File: src/rtl/platform_motion_controller.sv
// Single-slot platform mover: takes one descriptor per 4-phase handshake,
// steps it on a frame tick, saturates it to the playfield and retires it
// on timer, player contact or screen edge.
module platform_motion_controller #(
    parameter int SCREEN_W    = 640,
    parameter int SCREEN_H    = 480,
    parameter int TICK_CYCLES = 1666666
) (
    input  logic       clk,
    input  logic       reset,
    input  logic       sync_platform_position,
    input  logic [2:0] movement_direction,
    input  logic [4:0] speed,
    input  logic [9:0] pos_x,
    input  logic [9:0] pos_y,
    input  logic [9:0] w,
    input  logic [9:0] h,
    input  logic [7:0] destroy_time,
    input  logic [1:0] destroy_trigger,
    input  logic       player_contact,
    output logic       update_platform_position,
    output logic       platform_active,
    output logic [9:0] plat_x,
    output logic [9:0] plat_y,
    output logic [9:0] plat_w,
    output logic [9:0] plat_h,
    output logic       platform_destroyed
);

    localparam int              TW        = (TICK_CYCLES > 1) ? $clog2(TICK_CYCLES) : 1;
    localparam logic [TW-1:0]   TICK_LAST = TW'(TICK_CYCLES - 1);
    localparam logic [10:0]     SW        = 11'(SCREEN_W);
    localparam logic [10:0]     SH        = 11'(SCREEN_H);

    typedef enum logic [2:0] {
        S_IDLE,
        S_LOAD,
        S_ACK,
        S_ACTIVE,
        S_DRAIN      // platform already retired, still waiting for sync to rise
    } state_t;

    state_t             state, next_state;
    logic [TW-1:0]      tick_cnt;
    logic               tick;
    logic [2:0]         dir_q;
    logic [4:0]         spd_q;
    logic [1:0]         trig_q;
    logic [7:0]         life;
    logic               live;
    logic               up, down, left, right;
    logic signed [11:0] step_x, step_y, sx, sy;
    logic [10:0]        sat_x, sat_y;
    logic               moving, edge_hit;
    logic               contact_kill, timer_kill, edge_kill;
    logic               destroy, move_en;

    // Clamp a signed coordinate into [0, hi]; bit 10 flags that clamping occurred.
    function automatic logic [10:0] sat_axis(input logic signed [11:0] v, input logic [9:0] hi);
        logic [10:0] r;
        if (v < 12'sd0)
            r = {1'b1, 10'd0};
        else if (v > $signed({2'b00, hi}))
            r = {1'b1, hi};
        else
            r = {1'b0, v[9:0]};
        return r;
    endfunction

    // Largest legal top-left coordinate; an oversized platform is pinned at 0.
    function automatic logic [9:0] axis_bound(input logic [10:0] screen, input logic [9:0] size);
        if ({1'b0, size} >= screen)
            return 10'd0;
        else
            return 10'(screen - {1'b0, size});
    endfunction

    // Signed per-tick displacement along one axis.
    function automatic logic signed [11:0] axis_step(input logic neg, input logic pos, input logic [4:0] s);
        logic signed [11:0] m;
        m = $signed({7'd0, s});
        if (neg)
            return -m;
        else if (pos)
            return m;
        else
            return 12'sd0;
    endfunction

    assign tick = (tick_cnt == TICK_LAST);
    // Movement/destroy logic is live in ACK, and in ACTIVE unless a new descriptor is arriving.
    assign live = (state == S_ACK) || ((state == S_ACTIVE) && sync_platform_position);

    // Free-running frame tick counter, independent of FSM state.
    always_ff @(posedge clk or negedge reset) begin
        if (!reset)
            tick_cnt <= '0;
        else if (tick)
            tick_cnt <= '0;
        else
            tick_cnt <= tick_cnt + 1'b1;
    end

    // Next position, saturation and retirement conditions for the current tick.
    always_comb begin
        up           = dir_q inside {3'd1, 3'd5, 3'd6};
        down         = dir_q inside {3'd2, 3'd7};
        left         = dir_q inside {3'd3, 3'd5};
        right        = dir_q inside {3'd4, 3'd6, 3'd7};
        step_x       = axis_step(left, right, spd_q);
        step_y       = axis_step(up, down, spd_q);
        sx           = $signed({2'b00, plat_x}) + step_x;
        sy           = $signed({2'b00, plat_y}) + step_y;
        sat_x        = sat_axis(sx, axis_bound(SW, plat_w));
        sat_y        = sat_axis(sy, axis_bound(SH, plat_h));
        moving       = (dir_q != 3'd0) && (spd_q != 5'd0);
        edge_hit     = moving && (sat_x[10] || sat_y[10]);
        contact_kill = (trig_q == 2'd2) && player_contact;
        timer_kill   = (trig_q == 2'd1) && tick && (life == 8'd0);
        edge_kill    = (trig_q == 2'd3) && tick && edge_hit;
        destroy      = live && (contact_kill || timer_kill || edge_kill);
        // Edge retirement keeps the saturated move; contact and timer retirement freeze it.
        move_en      = live && tick && moving && !contact_kill && !timer_kill;
    end

    // FSM state register.
    always_ff @(posedge clk or negedge reset) begin
        if (!reset)
            state <= S_IDLE;
        else
            state <= next_state;
    end

    // FSM next-state: replacement beats destroy; a retirement in ACK still finishes the handshake.
    always_comb begin
        next_state = state;
        case (state)
            S_IDLE:   if (!sync_platform_position) next_state = S_LOAD;
            S_LOAD:   next_state = S_ACK;
            S_ACK: begin
                if (destroy)
                    next_state = sync_platform_position ? S_IDLE : S_DRAIN;
                else if (sync_platform_position)
                    next_state = S_ACTIVE;
            end
            S_ACTIVE: begin
                if (!sync_platform_position)
                    next_state = S_LOAD;
                else if (destroy)
                    next_state = S_IDLE;
            end
            S_DRAIN:  if (sync_platform_position) next_state = S_IDLE;
            default:  next_state = S_IDLE;
        endcase
    end

    // Descriptor latch, handshake, rectangle update and lifetime countdown.
    always_ff @(posedge clk or negedge reset) begin
        if (!reset) begin
            update_platform_position <= 1'b0;
            platform_active          <= 1'b0;
            platform_destroyed       <= 1'b0;
            plat_x                   <= '0;
            plat_y                   <= '0;
            plat_w                   <= '0;
            plat_h                   <= '0;
            dir_q                    <= '0;
            spd_q                    <= '0;
            trig_q                   <= '0;
            life                     <= '0;
        end else begin
            platform_destroyed <= 1'b0;
            if (state == S_LOAD) begin
                plat_x                   <= pos_x;
                plat_y                   <= pos_y;
                plat_w                   <= w;
                plat_h                   <= h;
                dir_q                    <= movement_direction;
                spd_q                    <= speed;
                trig_q                   <= destroy_trigger;
                life                     <= destroy_time;
                update_platform_position <= 1'b1;
                platform_active          <= 1'b1;
            end else begin
                if (((state == S_ACK) || (state == S_DRAIN)) && sync_platform_position)
                    update_platform_position <= 1'b0;
                if (move_en) begin
                    plat_x <= sat_x[9:0];
                    plat_y <= sat_y[9:0];
                end
                if (destroy) begin
                    platform_destroyed <= 1'b1;
                    platform_active    <= 1'b0;
                end else if (live && tick && (life != 8'd0)) begin
                    life <= life - 1'b1;
                end
            end
        end
    end

endmodule

File: config.mk
export PLATFORM = sky130hd
export DESIGN_NAME = platform_motion_controller
export DESIGN_NICKNAME = d
export VERILOG_FILES = /design/src/rtl/platform_motion_controller.sv
export SDC_FILE = /design/constraint.sdc
export NUM_CORES = 1
export LEC_CHECK = 0
export BUFFER_PORTS_ARGS = -buffer_cell sky130_fd_sc_hd__buf_2
export CAP_MARGIN = 20
export CORE_ASPECT_RATIO = 0.9
export CORE_MARGIN = 2
export CORE_UTILIZATION = 58
export CTS_CLUSTER_SIZE = 25
export DETAILED_ROUTE_END_ITERATION = 10
export PLACE_DENSITY_LB_ADDON = 0.12
export SYNTH_ARGS = -nofsm -noshare
export SYNTH_HDL_FRONTEND = slang
export SYNTH_SLANG_ARGS = --single-unit
File: constraint.sdc
create_clock -name clk -period 5 [get_ports clk]
set_clock_uncertainty 0.1 [all_clocks]
set_input_delay 0.25 -clock clk [delete_from_list [all_inputs] [get_ports clk]]
set_output_delay 0.25 -clock clk [all_outputs]
set_load 0.05 [all_outputs]
== Word level (Yosys, flattened, before mapping) ==
Index checks and enable logic that the tools add are counted.
W data, S select, Z words.
Word-level totals
  bits in registers: 85
  input port bits: 62
  output and inout bits: 43
  logic and storage cells: 115
Operators by class
  add/subtract/negate cells: 7
  order comparisons: 6
  equality and inequality tests: 20
  mux-type cells: 32
  reduce and logical (&&, ||, !) cells: 37
Operator list (number)
  $mux W10: 6
  $mux W11: 4
  $add A11 B12 Y12: 2
  $gt A12 B11 Y1: 2
  $lt A12 B1 Y1 const B: 2
  $mux W12: 2
  $mux W8: 3
  $add A21 B1 Y21 const B: 1
  $eq A21 B21 Y1 const B: 1
  $mux W21: 1
  $mux W3: 7
  $eq A3 B3 Y1 const B: 5
  $logic_and A1 B1 Y1: 15
  $pmux W3 S5: 1
  $eq A3 B2 Y1 const B: 4
  $neg A5 Y12: 1
  $reduce_bool A2 Y1: 6
  $ge A10 B10 Y1 const B: 1
  $ge A10 B9 Y1 const B: 1
  $mux W5: 2
  $sub A10 B10 Y10 const A: 1
  $sub A9 B10 Y10 const A: 1
  $reduce_bool A3 Y1: 3
  $logic_not A8 Y1: 1
  other kinds (15): 29

== Longest topological paths before layout ==
  depth after elaboration: 16
  mapped depth: 22

== Worst setup path after synthesis ==
OpenSTA, ideal clock, no wires.
  path type: flip-flop to flip-flop
  from: register spd_q[0]
  to: register plat_x[7]
  library setup time: 0.083 ns
  data arrival time: 4.414 ns
  data required time: 4.817 ns
  path slack: 0.403 ns
  stages on the path, launching flop included: 21
  buffers on the path: 0
  clock period less this slack: 4.597 ns
  cells stage by stage: dfrtp_1 inv_1 ha_1 or2_2 o21ai_0 a21oi_1 o21ai_0 ha_1 nor2b_1 o31a_1 o21ai_0 nand2b_1 a31oi_1 xnor2_1 ha_1 nand4_1 o32ai_1 o32a_1 nor2_1 mux2_2 o21ai_0
Between the ends
  cells in the longest elaborated chain, start to end: 8
  elaborated cells between the ends (all ways): 16
  classes of those cells: add/sub (2); order compare (2); mux (6); reduce/logical (6)
RTL lines
  start: declaration: RTL line 47  | logic [4:0] spd_q;
  start signal: assignment: RTL line 179  | spd_q <= speed;
  $neg A5 Y12 / $mux W5 (equally long branches): RTL line 83, 84
  $mux W12: RTL line 82  | if (neg)
  $add A11 B12 Y12: RTL line 112  | sx = $signed({2'b00, plat_x}) + step_x;
  $gt A12 B11 Y1: RTL line 63  | else if (v > $signed({2'b00, hi}))
  $mux W11: RTL line 63
  $mux W11: RTL line 61  | if (v < 12'sd0)
  $mux W10: RTL line 187  | if (move_en) begin
  $mux W10: RTL line 173  | if (state == S_LOAD) begin
  end signal: assignment: RTL line 174  | plat_x <= pos_x;
  end signal: assignment: RTL line 188  | plat_x <= sat_x[9:0];
  end: declaration: RTL line 23  | output logic [9:0] plat_x,
Several ways; a longest one is shown, not always the timed one. The select of a mux whose other input is x is not followed.
A chain may end at the register's enable or synchronous reset.

== Worst setup path after layout ==
  from: register dir_q[2]
  to: register life[7]
Between the ends
  cells in the longest elaborated chain, start to end: 15
  elaborated cells between the ends (all ways): 34
  classes of those cells: add/sub (2); order compare (4); eq/ne (8); mux (8); reduce/logical (12)
RTL lines
  start: declaration: RTL line 46  | logic [2:0] dir_q;
  start signal: assignment: RTL line 178  | dir_q <= movement_direction;
  $eq A3 B3 Y1 (tied with other cells): RTL line 109  | right = dir_q inside {3'd4, 3'd6, 3'd7};
  $reduce_bool A3 Y1 / $reduce_bool A2 Y1 (equally long branches): RTL line 109, 107
  $mux W5: RTL line 84  | else if (pos)
  $mux W12: RTL line 82
  $add A11 B12 Y12 (on tied branches): RTL line 112, 113
  $gt A12 B11 Y1: RTL line 63
  $mux W11: RTL line 63
  $mux W11: RTL line 61
  $logic_or A1 B1 Y1: RTL line 117  | edge_hit = moving && (sat_x[10] || sat_y[10]);
  $logic_and A1 B1 Y1 (*): RTL line 117
  $logic_and A1 B1 Y1 (*): RTL line 120  | edge_kill = (trig_q == 2'd3) && tick && edge_hit;
  $logic_or A1 B1 Y1 (*): RTL line 121  | destroy = live && (contact_kill || timer_kill || edge_kill);
  $logic_and A1 B1 Y1 (*): RTL line 121
  $ne A2 B1 Y1 (no line) (*)
  $reduce_and A2 Y1 (no line) (*)
  end signal: assignment: RTL line 181  | life <= destroy_time;
  end signal: assignment: RTL line 195  | life <= life - 1'b1;
  end: declaration: RTL line 49  | logic [7:0] life;
Mark *: on every way between the ends. The rest lies on a longest branch, timed or not.

==> impl_metrics.json <==
{
  "status": "finished, final reports clean",
  "dp_hpwl_mm": 12.9,
  "routed_via_density": 6.17,
  "cts_buffer_depth": 2,
  "fin_crit_ps": 4930,
  "dp_slack_ps": -101,
  "critical_path.cell_chain": "nor2_1, o21a_1, a22o_1, fa_1, a211oi_2, o21bai_2, a21oi_2, o21ai_1, xor2_1, ha_1, nand4_1, o32ai_2, a31oi_2, a2111oi_4, a31oi_4, or4_1, a31oi_1",
  "port_buffers": 104,
  "wl_met3_mm": 1.27,
  "rsz0062_at_grt": "true",
  "hold_start": "w[5]",
  "syn_inst": 740,
  "cpMaxStageDelayCell": "dfrtp_1",
  "ant_nets": 0,
  "die_y_um": 103,
  "start_kind": "register",
  "clk_pin_slew_ps": 70,
  "maxCapViolations": 0,
  "routed_wl_mm": 18.2,
  "worstSetupPathType": "register to register",
  "syn2layout_area_growth_pct": 23.3,
  "antenna_found_initial": 0,
  "r2r_start": "dir_q[2]$_DFFE_PN0P_",
  "dr_total_vias": 6144,
  "fmax_mhz": 203,
  "ys_seq_area_share_pct": 34.0,
  "setup_ws_ps": 72.1,
  "worstPathArrival_ps": 5090,
  "yosys.area.top_type_share_pct": 34.0,
  "finalHoldViolations": 0,
  "crit_required_ps": 5170,
  "layout.nets": 974,
  "ys_ff_latch": 85,
  "first_iter_violations": 452,
  "route.met2.wl_mm": 8.37,
  "worst_pin_slew_ps": 795,
  "nFillCells": 805,
  "met1Wirelength_mm": 8.13,
  "ios": 105,
  "syn_area_um2": 6260,
  "drv_slew": 0,
  "yosysTopAreaCell": "dfrtp_1",
  "avgSynthCellArea_um2": 8.46,
  "gp_congestion": 0.933,
  "core_area_um2": 10400,
  "slowest_delay_ps": 540,
  "async_reset_ff_share_pct": 100,
  "cts_root_buf": "clkbuf_16",
  "num_antenna_cells": 0,
  "drive_gt1_share_pct": 23.4,
  "endpoint_kind": "register",
  "cp_max_fo": 8,
  "setup_violations": 0,
  "overflow": 0,
  "h-tree-depth": 3,
  "slew_headroom_pct": 46.9,
  "grt_first_pass_wirelength_mm": 28.3,
  "cts_tree": "built",
  "synth.net_count": 852,
  "clk_latency_ps": 350,
  "initial_core_util_pct": 60.3,
  "synth_cell_type_count": 67,
  "drtPass1Iterations": 6,
  "std_cell_rows": 35,
  "cts.sinks": 85,
  "critPathLaunch": "dir_q[2]$_DFFE_PN0P_",
  "synth-edff-count": 0,
  "grt_max_degree": 86,
  "grt_pass1_vias": 5728,
  "yosys-top-cells-area": "dfrtp_1 34%, ha_1 9.6%, nand2_1 6.4%",
  "drt_drc_violations_left": 0,
  "synth-main-ff-cell": "dfrtp_1",
  "die_x_um": 114,
  "wl_per_cell_um": 18.3,
  "highest_layer": "met4",
  "track_usage_pct": 30.6,
  "yosysMostFrequentCell": "nand2_1",
  "die_area_um2": 11600,
  "fin_crit_sh_pct": 98.6,
  "hold_path_class": "input pin to register",
  "yosys_warnings": 0,
  "synth.cells.most_frequent": "107 x nand2_1, 85 x dfrtp_1, 55 x o21ai_0",
  "cts_buffers": 9
}
[cell families (layout without fill, tap and decap cells)]
group / after synthesis / count (layout) / synth area share [%]
AO/OA/AOI/OAI: 184 / 184 / 19.4
XOR/XNOR: 45 / 45 / 6.29
adder cells (fa/ha/maj): 50 / 50 / 10.2
buffers and inverters: 70 / 197 / 4.38
flip-flops: 85 / 85 / 34.0
multiplexers: 15 / 15 / 2.42
other: 1 / 1 / 0.0599
AND/OR/NAND/NOR: 290 / 290 / 23.3
[through the flow]
stage,std cells,area (µm²),setup TNS [ps],hold slack (ps),utilization (%)
5_1_grt,996,7720,-491,15.8,74.4
3_3_place_gp,959,6930,0,344,66.7
3_5_place_dp,959,6930,-106,348,66.7
4_1_cts,984,7340,0,0.446,70.8
2_1_floorplan,740,6260,0,-146,-
6_report,996,7720,0,6.28,74.4
[routing by layer]
metal  global-route usage (%)  up-vias
met1                     43.7     2959
met4                     8.54        0
met5                        0        -
met2                     48.8      271
li1                         -     2867
met3                     5.17       47
[flip-flops by register name, summed over array words and instances (netlist names)]
signal / count
plat_y: 10
plat_x: 10
state: 3
platform_active: 1
update_platform_position: 1
plat_w: 10
plat_h: 10
life: 8
dir_q: 3
spd_q: 5
trig_q: 2
platform_destroyed: 1
tick_cnt: 21
[placed cells by master, fill, tap and decap left out, types with 22 or more instances in the layout]
cell     synthesis  layout
buf_4            0      22
buf_2            3     103
o21ai_0         55      49
ha_1            48      39
nor2_1          51      50
a21oi_1         34      30
nand2_1        107     105
inv_1           44      41
xnor2_1         25      24
dfrtp_1         85      83
[worst paths after layout]
check                                   endpoint  slack, ps  depth (start not counted)
setup / recovery             life[7]$_DFFE_PN0P_         70                         17
hold / removal             plat_w[5]$_DFFE_PN0P_          6                          3
setup reg to reg             life[7]$_DFFE_PN0P_         70                         17
hold reg to reg            tick_cnt[4]$_DFF_PN0_        400                          1
max in group asynchronous   spd_q[2]$_DFFE_PN0P_       3930                          3
min in group asynchronous  plat_x[1]$_DFFE_PN0P_        250                          2
[cell type report]
| cell class | instances | area, µm² | share of cell area, % |
|---|---|---|---|
| multi-input combinational | 585 | 4140 | 53.6 |
| clock buffer | 10 | 239 | 3.09 |
| timing repair buffer | 136 | 808 | 10.5 |
| inverter | 45 | 169 | 2.19 |
| tap | 129 | 161 | 2.09 |
| sequential | 85 | 2130 | 27.6 |
| clock inverter | 6 | 78.8 | 1.02 |
[critical path: cells and delay by family (launching register included)]
family	cells	cell delay (ps)
DFF	1	540
and+or+nand+nor	3	820
AOI/OAI and AO/OA	11	2410
adders and majority gates	2	800
xor gates and xnor gates	1	200
[repair_timing]
action	in CTS	in global routing
endpoints found under the hold margin	9	20
hold buffers	9	1
pin swaps	1	27
resized for setup	4	55
setup buffers	0	10
endpoints found under the setup margin	4	30
Power is not shown: default switching activity piles up to over one toggle a cycle in this logic, so the estimate is an artifact.
